[src/rtl/divider.sv]
// Sequential restoring divider for MIPS div/divu: one quotient bit per cycle,
// sign fix-up in a final cycle, fixed 33-cycle latency from acceptance to done.
module divider #(
  parameter int WIDTH = 32
) (
  input  logic             i_clk,
  input  logic             i_reset,
  input  logic             i_start,
  input  logic             i_sign,
  input  logic [WIDTH-1:0] i_dividend,
  input  logic [WIDTH-1:0] i_divisor,
  output logic             o_busy,
  output logic             o_done,
  output logic [WIDTH-1:0] o_quotient,
  output logic [WIDTH-1:0] o_remainder,
  output logic             o_div_by_zero
);

  localparam int CW = $clog2(WIDTH);

  typedef enum logic [1:0] {S_IDLE, S_RUN, S_FIX} state_t;

  state_t r_state;
  state_t w_next;

  logic             r_sign;
  logic             r_zero;
  logic             r_a_msb;
  logic             r_b_msb;
  logic [WIDTH-1:0] r_orig;
  logic [WIDTH-1:0] r_dvd;
  logic [WIDTH-1:0] r_dvs;
  logic [WIDTH-1:0] r_rem;
  logic [CW-1:0]    r_cnt;
  logic             r_done;
  logic [WIDTH-1:0] r_quot;
  logic [WIDTH-1:0] r_hi;
  logic             r_dz;

  logic [WIDTH-1:0] w_mag_a;
  logic [WIDTH-1:0] w_mag_b;
  logic [WIDTH:0]   w_shift;
  logic [WIDTH:0]   w_diff;
  logic             w_qbit;
  logic [WIDTH-1:0] w_q_fix;
  logic [WIDTH-1:0] w_r_fix;

  always_ff @(posedge i_clk) begin
    if (i_reset) r_state <= S_IDLE;
    else         r_state <= w_next;
  end

  always_comb begin
    w_next = r_state;
    case (r_state)
      S_IDLE:  if (i_start) w_next = S_RUN;
      S_RUN:   if (r_cnt == '0) w_next = S_FIX;
      S_FIX:   w_next = S_IDLE;
      default: w_next = S_IDLE;
    endcase
  end

  assign w_mag_a = (i_sign & i_dividend[WIDTH-1]) ? -i_dividend : i_dividend;
  assign w_mag_b = (i_sign & i_divisor[WIDTH-1])  ? -i_divisor  : i_divisor;

  // Partial remainder stays below the divisor, so the shifted value fits 33 bits
  // and bit WIDTH of the difference is a reliable borrow.
  assign w_shift = {r_rem, r_dvd[WIDTH-1]};
  assign w_diff  = w_shift - {1'b0, r_dvs};
  assign w_qbit  = ~w_diff[WIDTH];

  assign w_q_fix = (r_sign & (r_a_msb ^ r_b_msb)) ? -r_dvd : r_dvd;
  assign w_r_fix = (r_sign & r_a_msb) ? -r_rem : r_rem;

  always_ff @(posedge i_clk) begin
    if (i_reset) begin
      r_sign  <= 1'b0;
      r_zero  <= 1'b0;
      r_a_msb <= 1'b0;
      r_b_msb <= 1'b0;
      r_orig  <= '0;
      r_dvd   <= '0;
      r_dvs   <= '0;
      r_rem   <= '0;
      r_cnt   <= '0;
      r_done  <= 1'b0;
      r_quot  <= '0;
      r_hi    <= '0;
      r_dz    <= 1'b0;
    end else begin
      r_done <= 1'b0;
      case (r_state)
        S_IDLE: begin
          if (i_start) begin
            r_sign  <= i_sign;
            r_zero  <= (i_divisor == '0);
            r_a_msb <= i_dividend[WIDTH-1];
            r_b_msb <= i_divisor[WIDTH-1];
            r_orig  <= i_dividend;
            r_dvd   <= w_mag_a;
            r_dvs   <= w_mag_b;
            r_rem   <= '0;
            r_cnt   <= CW'(WIDTH - 1);
          end
        end
        S_RUN: begin
          r_rem <= w_qbit ? w_diff[WIDTH-1:0] : w_shift[WIDTH-1:0];
          r_dvd <= {r_dvd[WIDTH-2:0], w_qbit};
          if (r_cnt != '0) r_cnt <= r_cnt - CW'(1);
        end
        S_FIX: begin
          r_done <= 1'b1;
          r_dz   <= r_zero;
          r_quot <= r_zero ? '1 : w_q_fix;
          r_hi   <= r_zero ? r_orig : w_r_fix;
        end
        default: ;
      endcase
    end
  end

  assign o_busy        = (r_state != S_IDLE);
  assign o_done        = r_done;
  assign o_quotient    = r_quot;
  assign o_remainder   = r_hi;
  assign o_div_by_zero = r_dz;

endmodule

[config.mk]
export PLATFORM = sky130hd
export DESIGN_NAME = divider
export DESIGN_NICKNAME = d
export VERILOG_FILES = /design/src/rtl/divider.sv
export SDC_FILE = /design/constraint.sdc
export NUM_CORES = 1
export LEC_CHECK = 0
export BUFFER_PORTS_ARGS = -buffer_cell sky130_fd_sc_hd__buf_2
export CAP_MARGIN = 20
export CORE_AREA = 4 4 184 142
export DETAILED_ROUTE_END_ITERATION = 6
export DIE_AREA = 0 0 188 146
export GPL_TIMING_DRIVEN = 0
export PLACE_DENSITY = 0.72
export SYNTH_ARGS = -nofsm -noshare
export SYNTH_HDL_FRONTEND = slang
export SYNTH_SLANG_ARGS = --single-unit
[constraint.sdc]
create_clock -name i_clk -period 3.1 [get_ports i_clk]
set_clock_uncertainty 0.05 [all_clocks]
set_input_delay 0.155 -clock i_clk [delete_from_list [all_inputs] [get_ports i_clk]]
set_output_delay 0.155 -clock i_clk [all_outputs]
set_load 0.05 [all_outputs]
==> results.yml, run 1 <==
worst_setup_path:
  critPathKind: "reg -> reg"
  cp_data_required_time_ps: 3420
  ff2ff_path_depth: 11
  cp-start-kind: "register"
  end_kind: "register"
  worstReg2RegEnd: "o_quotient[30]"
  crit_start: "r_dvd[1]"
  worstPathArrival_ps: 3570
  r2r_slack_ps: -140
  cp_max_fo: 3
  rr_startpoint: "r_dvd[1]"
yosys:
  syn_area_um2: 12000
  synth_edf_count: 0
  yosys_most_used_dff: "dfxtp_1"
  synthTopCellsByCount: "nand2_1, dfxtp_1, a21oi_1, nor2_1, o21ai_0"
  synth_cell_types: 63
  synth_top_area_cell: "dfxtp_1"
  yosysMostFrequentCell: "nand2_1"
  avgSynthCellArea_um2: 7.593
  synth_top_cell_area_share_pct: 34.02
  yosys_warnings: 0
  synth-seq-cells: 204
  async_flop_share_pct: 0
  synth_seq_area_share_pct: 34.02
  netlist_top_cells_area: "dfxtp_1, nand2_1, a21oi_1"
  synthesis.nets: 1688
  synthCells: 1581
min_path:
  min_from: "i_divisor[15]"
  holdPathEnd: "r_dvs[15]"
  hold_path_depth: 3
  hp-class: "in -> reg"
floorplan:
  dieArea_um2: 27450
  die_h_um: 146
  ios: 135
  die_width_um: 188
  num_rows: 50
  initial_utilization_pct: 49.07
  core_um2: 24460
outcome:
  status: "finished, violations left"
  violations: "setup timing"
sta:
  hold_violations: 0
  min_period_ps: 3241
  tightest_slew_ps: 831.7
  grt_setup_unrepaired: "yes"
  final.setup.worst_slack_ps: -141.0
  drv_slew: 0
  setup_violations: 3
  period_share_pct: 104.5
  max_freq_mhz: 308.6
  relSlewSlack_pct: 44.35
pwr:
  power_mw: 9.013
  p_leak_nw: 5.813
  power_density_nw_per_um2: 602.0
  vdd_drop_max_mv: 0.3700
final_layout:
  area_delta_synth_final_pct: 24.71
  n_antenna_cell: 0
  fillers: 2201
  nNetsFinal: 1922
  multiInputGateArea_um2: 7630
  design_area_um2: 14970
  seq_area_um2: 4120
  drive_above_1_share_pct: 15.18
placement:
  gp_congestion: 0.9341
  dpl.hpwl_mm: 29.74
  placed_area_um2: 13100
  port_buffers: 134
clock_network:
  cts_made_buffers: 22
  cts_tree: "done"
  cts_buffer_depth: 3
  h-tree-depth: 1
  cts.sinks: 204
  clkTransAtPathRegs_ps: 60
  cts_root_buffer: "clkbuf_16"
  insertion_delay_ps: 510
global_routing:
  grt_use_total_pct: 27.85
  antenna_found_initial: 0
  grt_pass1_wl_mm: 63.39
  grt_max_degree: 14
  overflow: 0
  first_global_vias: 11860
drt:
  drc_errors: 0
  wl_per_cell_um: 18.57
  route.vias.total: 12740
  dr.pass1.iters: 6
  drt_iter0_markers: 1361
  ant_nets: 0
  vias_per_cell: 5.873
  drt-total-wl_mm: 40.28
run:
  maxCapViolCount: 0
==> critical path, stage by stage, from the launching register on <==
cell and delay, ps:
dfxtp_4 350, inv_2 70, ha_4 140, or3b_4 410
nor4_4 360, nand2b_2 120, or3_4 360, or3_4 350
or3_4 360, o41ai_4 230, xor2_1 210, a211oi_2 80
==> cell usage in the layout (no fill, tap or decap), types with 10 or more instances in the layout <==
master         netlist  routed
mux2i_1             25      25
inv_1               63      60
ha_1                38      34
nand3_1             25      25
nand2_1            262     261
buf_1               16      15
nor3_1              31      28
a21oi_1            156     147
and2_1              10      10
nand2b_1            22      21
o21ai_0            110     106
dlygate4sd3_1        0      57
xnor2_1             72      71
clkbuf_16            0      23
o22ai_1             10      10
xor2_1              70      70
or3_1               19      16
nor2_1             124     124
o31ai_1             17      16
dfxtp_2              0      11
buf_2                2     134
buf_4                0      19
dfxtp_1            204     187
a211oi_1            55      54
a22oi_1             30      29
a31oi_1             20      18
clkbuf_1            76      77
==> per-stage QoR <==
stage | setup TNS (ps) | worst slack (ps) | std cells | util, % | hold slack (ps)
2_1_floorplan | 0 | 32.68 | 1581 | - | 241.0
3_3_place_gp | -33880 | -1229 | 2053 | 53.56 | 390.2
3_5_place_dp | -36540 | -1316 | 2053 | 53.56 | 396.2
4_1_cts | -161.8 | -78.12 | 2160 | 60.03 | 4.160
5_1_grt | -844.0 | -182.6 | 2169 | 61.20 | 48.05
6_report | -204.7 | -141.0 | 2169 | 61.20 | 26.01
==> worst max path at each step <==
stage | endpoint | slack, ps | cells past startpoint
floorplan | r_rem[24] | 30 | 14
global placement | r_rem[29] | -1230 | 14
detailed placement | r_rem[29] | -1320 | 14
CTS | o_quotient[30] | -80 | 9
global route | o_quotient[30] | -180 | 11
finish | o_quotient[30] | -140 | 11
==> routing by layer <==
metal  GRT usage (%)  wire (um)
met1           41.24      18420
met2           40.51      16790
met3           6.619       3955
met4           7.520       1109
met5               0          0
==> layout make-up <==
class | count | area share (%)
multi-input cells | 1220 | 50.97
clock inverters | 9 | 0.8023
inverters | 63 | 1.580
well taps | 338 | 2.825
plain buffers | 93 | 2.583
flip-flops and latches | 204 | 27.52
clock buffers | 31 | 4.379
repair buffers | 211 | 9.344
==> logic make-up (layout without fill, tap and decap cells) <==
family          after synthesis  after routing  share of synthesized area (%)
simple gates                558            558                          21.22
compound gates              455            455                          23.16
flops                       204            204                          34.02
buf+inv                     157            407                          4.930
xor+xnor                    142            142                          10.36
fa+ha+maj                    39             39                          4.128
mux                          26             26                          2.178
==> sequential cells by signal, summed over array words and instances, names as in the netlist <==
name           flops
r_b_msb            1
o_remainder       32
r_zero             1
o_div_by_zero      1
r_sign             1
r_state            2
r_orig            31
o_done             1
r_a_msb            1
o_quotient        32
r_dvd             32
r_dvs             32
r_cnt              5
r_rem             32
==> timing repair <==
action	in CTS	in global routing
pin swaps	12	24
gates resized for setup	46	51
hold endpoints to repair	83	0
endpoints found under the setup margin	37	60
hold buffers	57	0
buffers inserted	10	10
==> power by group <==
group	switching [mW]	leakage (nW)	total (mW)	internal, mW
registers	0.217	1.67	3.03	2.81
logic	1.81	3.75	3.13	1.31
clock network	1.13	0.389	2.86	1.72
Power figures use the tool's default switching activity.
==> run 2, diff against run 1 <==
Settings changed: REMOVE_ABC_BUFFERS from default to 1.
==> run 2 against run 1 <==
Net effect: the flow still finishes with violations (setup timing); final area fell by 0.74%; combinational power fell by 4%; critical path depth fell by 1; via count fell by 6.7%; routed wire length fell by 16%; maximum frequency rose by 3.9%; non-clock buffer count fell by 80; setup slack improved by 120 ps; critical path type unchanged; critical endpoint unchanged.
==> results.yml, run 2 (synthesis gave the netlist of run 1 again) <==
outcome:
  status: "finished, violations left"
  violations: "setup timing"
floorplan:
  initial_utilization_pct: 49.07
  die_h_um: 146
  die_width_um: 188
  ios: 135
  dieArea_um2: 27450
  core_um2: 24460
  num_rows: 50
sta:
  relSlewSlack_pct: 28.00
  setup_violations: 1
  drv_slew: 0
  grt_setup_unrepaired: "yes"
  min_period_ps: 3119
  final.setup.worst_slack_ps: -19.03
  max_freq_mhz: 320.6
  tightest_slew_ps: 1080
  period_share_pct: 100.6
  hold_violations: 0
global_routing:
  grt_pass1_wl_mm: 55.71
  overflow: 0
  grt_max_degree: 125
  antenna_found_initial: 0
  grt_use_total_pct: 23.56
  first_global_vias: 11240
final_layout:
  final_common_cell: "nand2_1"
  drive_above_1_share_pct: 16.00
  layout_common_cells: "nand2_1, dfxtp_1, a21oi_1"
  fin_util_pct: 60.75
  area_delta_synth_final_pct: 23.79
  nNetsFinal: 1842
pwr:
  vdd_drop_max_mv: 0.3956
  power_mw: 8.749
  p_leak_nw: 5.774
  power_density_nw_per_um2: 588.8
clock_network:
  cts_made_buffers: 22
  insertion_delay_ps: 500
  cts_tree: "done"
  cts.sinks: 204
  cts_buffer_depth: 3
  h-tree-depth: 1
  clkTransAtPathRegs_ps: 60
  cts_root_buffer: "clkbuf_16"
drt:
  ant_nets: 0
  route.vias.total: 11890
  drc_errors: 0
  drt_iter0_markers: 969
  drt-total-wl_mm: 33.92
  wl_per_cell_um: 16.24
  vias_per_cell: 5.690
  dr.pass1.iters: 5
worst_setup_path:
  cpPeakStageDelay_ps: 550
  r2r_slack_ps: -20
  cp_data_required_time_ps: 3400
  worstPathCellList: "or4_4 -> nor4_4 -> buf_4 -> nand2b_4 -> or3_4 -> or3_4 -> or3_4 -> o41ai_4 -> xor2_1 -> a211oi_1"
  cp-start-kind: "register"
  worstPathArrival_ps: 3420
  critPathKind: "reg -> reg"
  end_kind: "register"
  cpMaxStageDelayCell: "or4_4"
  cp_common_cell: "or3_4"
  cp_max_fo: 5
run:
  maxCapViolCount: 0
placement:
  gp_congestion: 0.8738
  dpl.hpwl_mm: 23.56
  port_buffers: 134
min_path:
  hp-class: "in -> reg"
==> run 2: cell types whose count changed in the layout (fill, tap and decap cells not counted), sizes merged <==
cell and delta:
clkbuf -72, buf -13, dlygate4sd3 +8, clkinv -3, bufinv -1, diode +1
==> run 2: where the power goes <==
| group | internal [mW] | switching, mW | leakage (nW) | total, mW |
|---|---|---|---|---|
| registers | 2.81 | 0.220 | 1.67 | 3.03 |
| logic | 1.30 | 1.68 | 3.73 | 2.99 |
| clock network | 1.64 | 1.09 | 0.366 | 2.73 |
==> run 2: path summary, 6_finish.rpt <==
kind | startpoint | endpoint | depth (start not counted)
worst max register to register | r_dvd[5] | o_quotient[30] | 10
worst min-delay path | i_divisor[21] | r_dvs[21] | 3
worst max-delay path | r_dvd[5] | o_quotient[30] | 10
worst min register to register | r_orig[20] | r_orig[20] | 2
==> run 2: timing repair <==
item | CTS | global route
cloned | 0 | 0
hold buffers | 65 | 0
hold endpoints to repair | 88 | 0
endpoints found under the setup margin | 35 | 60
buffers inserted | 12 | 2
gates resized for setup | 42 | 44
pin swaps | 11 | 10
==> run 2: layout make-up <==
class	instances	area, um^2
clock buffer	34	666.9
fill	2214	9602
sequential	204	4118
inverter	63	239.0
antenna	1	2.502
multi-input combinational	1220	7682
timing repair buffer	224	1653
clock inverter	5	75.07
tap	338	422.9
==> run 2: stage by stage <==
step	cells	setup TNS, ps	instance area, um^2	worst slack [ps]	hold slack [ps]
2_1_floorplan	1487	-81670	11650	-1502	174.1
3_3_place_gp	1959	-365600	12740	-3685	377.5
3_5_place_dp	1970	-27540	13000	-1034	385.7
4_1_cts	2086	-171.9	14650	-87.40	6.699
5_1_grt	2088	-314.2	14860	-105.9	29.18
6_report	2089	-19.03	14860	-19.03	23.31
==> run 2: metal layers <==
metal	wire (um)	track usage, %	vias up
li1	-	-	5868
met1	16110	34.58	5649
met2	15330	37.57	332
met3	1935	3.046	38
met4	543	4.219	0
met5	0	0	-
==> run 2: worst max-delay path: cells and delay by family, from the launching register on <==
| kind | cells | cell delay [ps] |
|---|---|---|
| AND/OR/NAND/NOR | 6 | 1870 |
| buffers and inverters | 1 | 180 |
| XOR/XNOR | 1 | 200 |
| AO/OA/AOI/OAI | 2 | 320 |
| flip-flops | 1 | 340 |
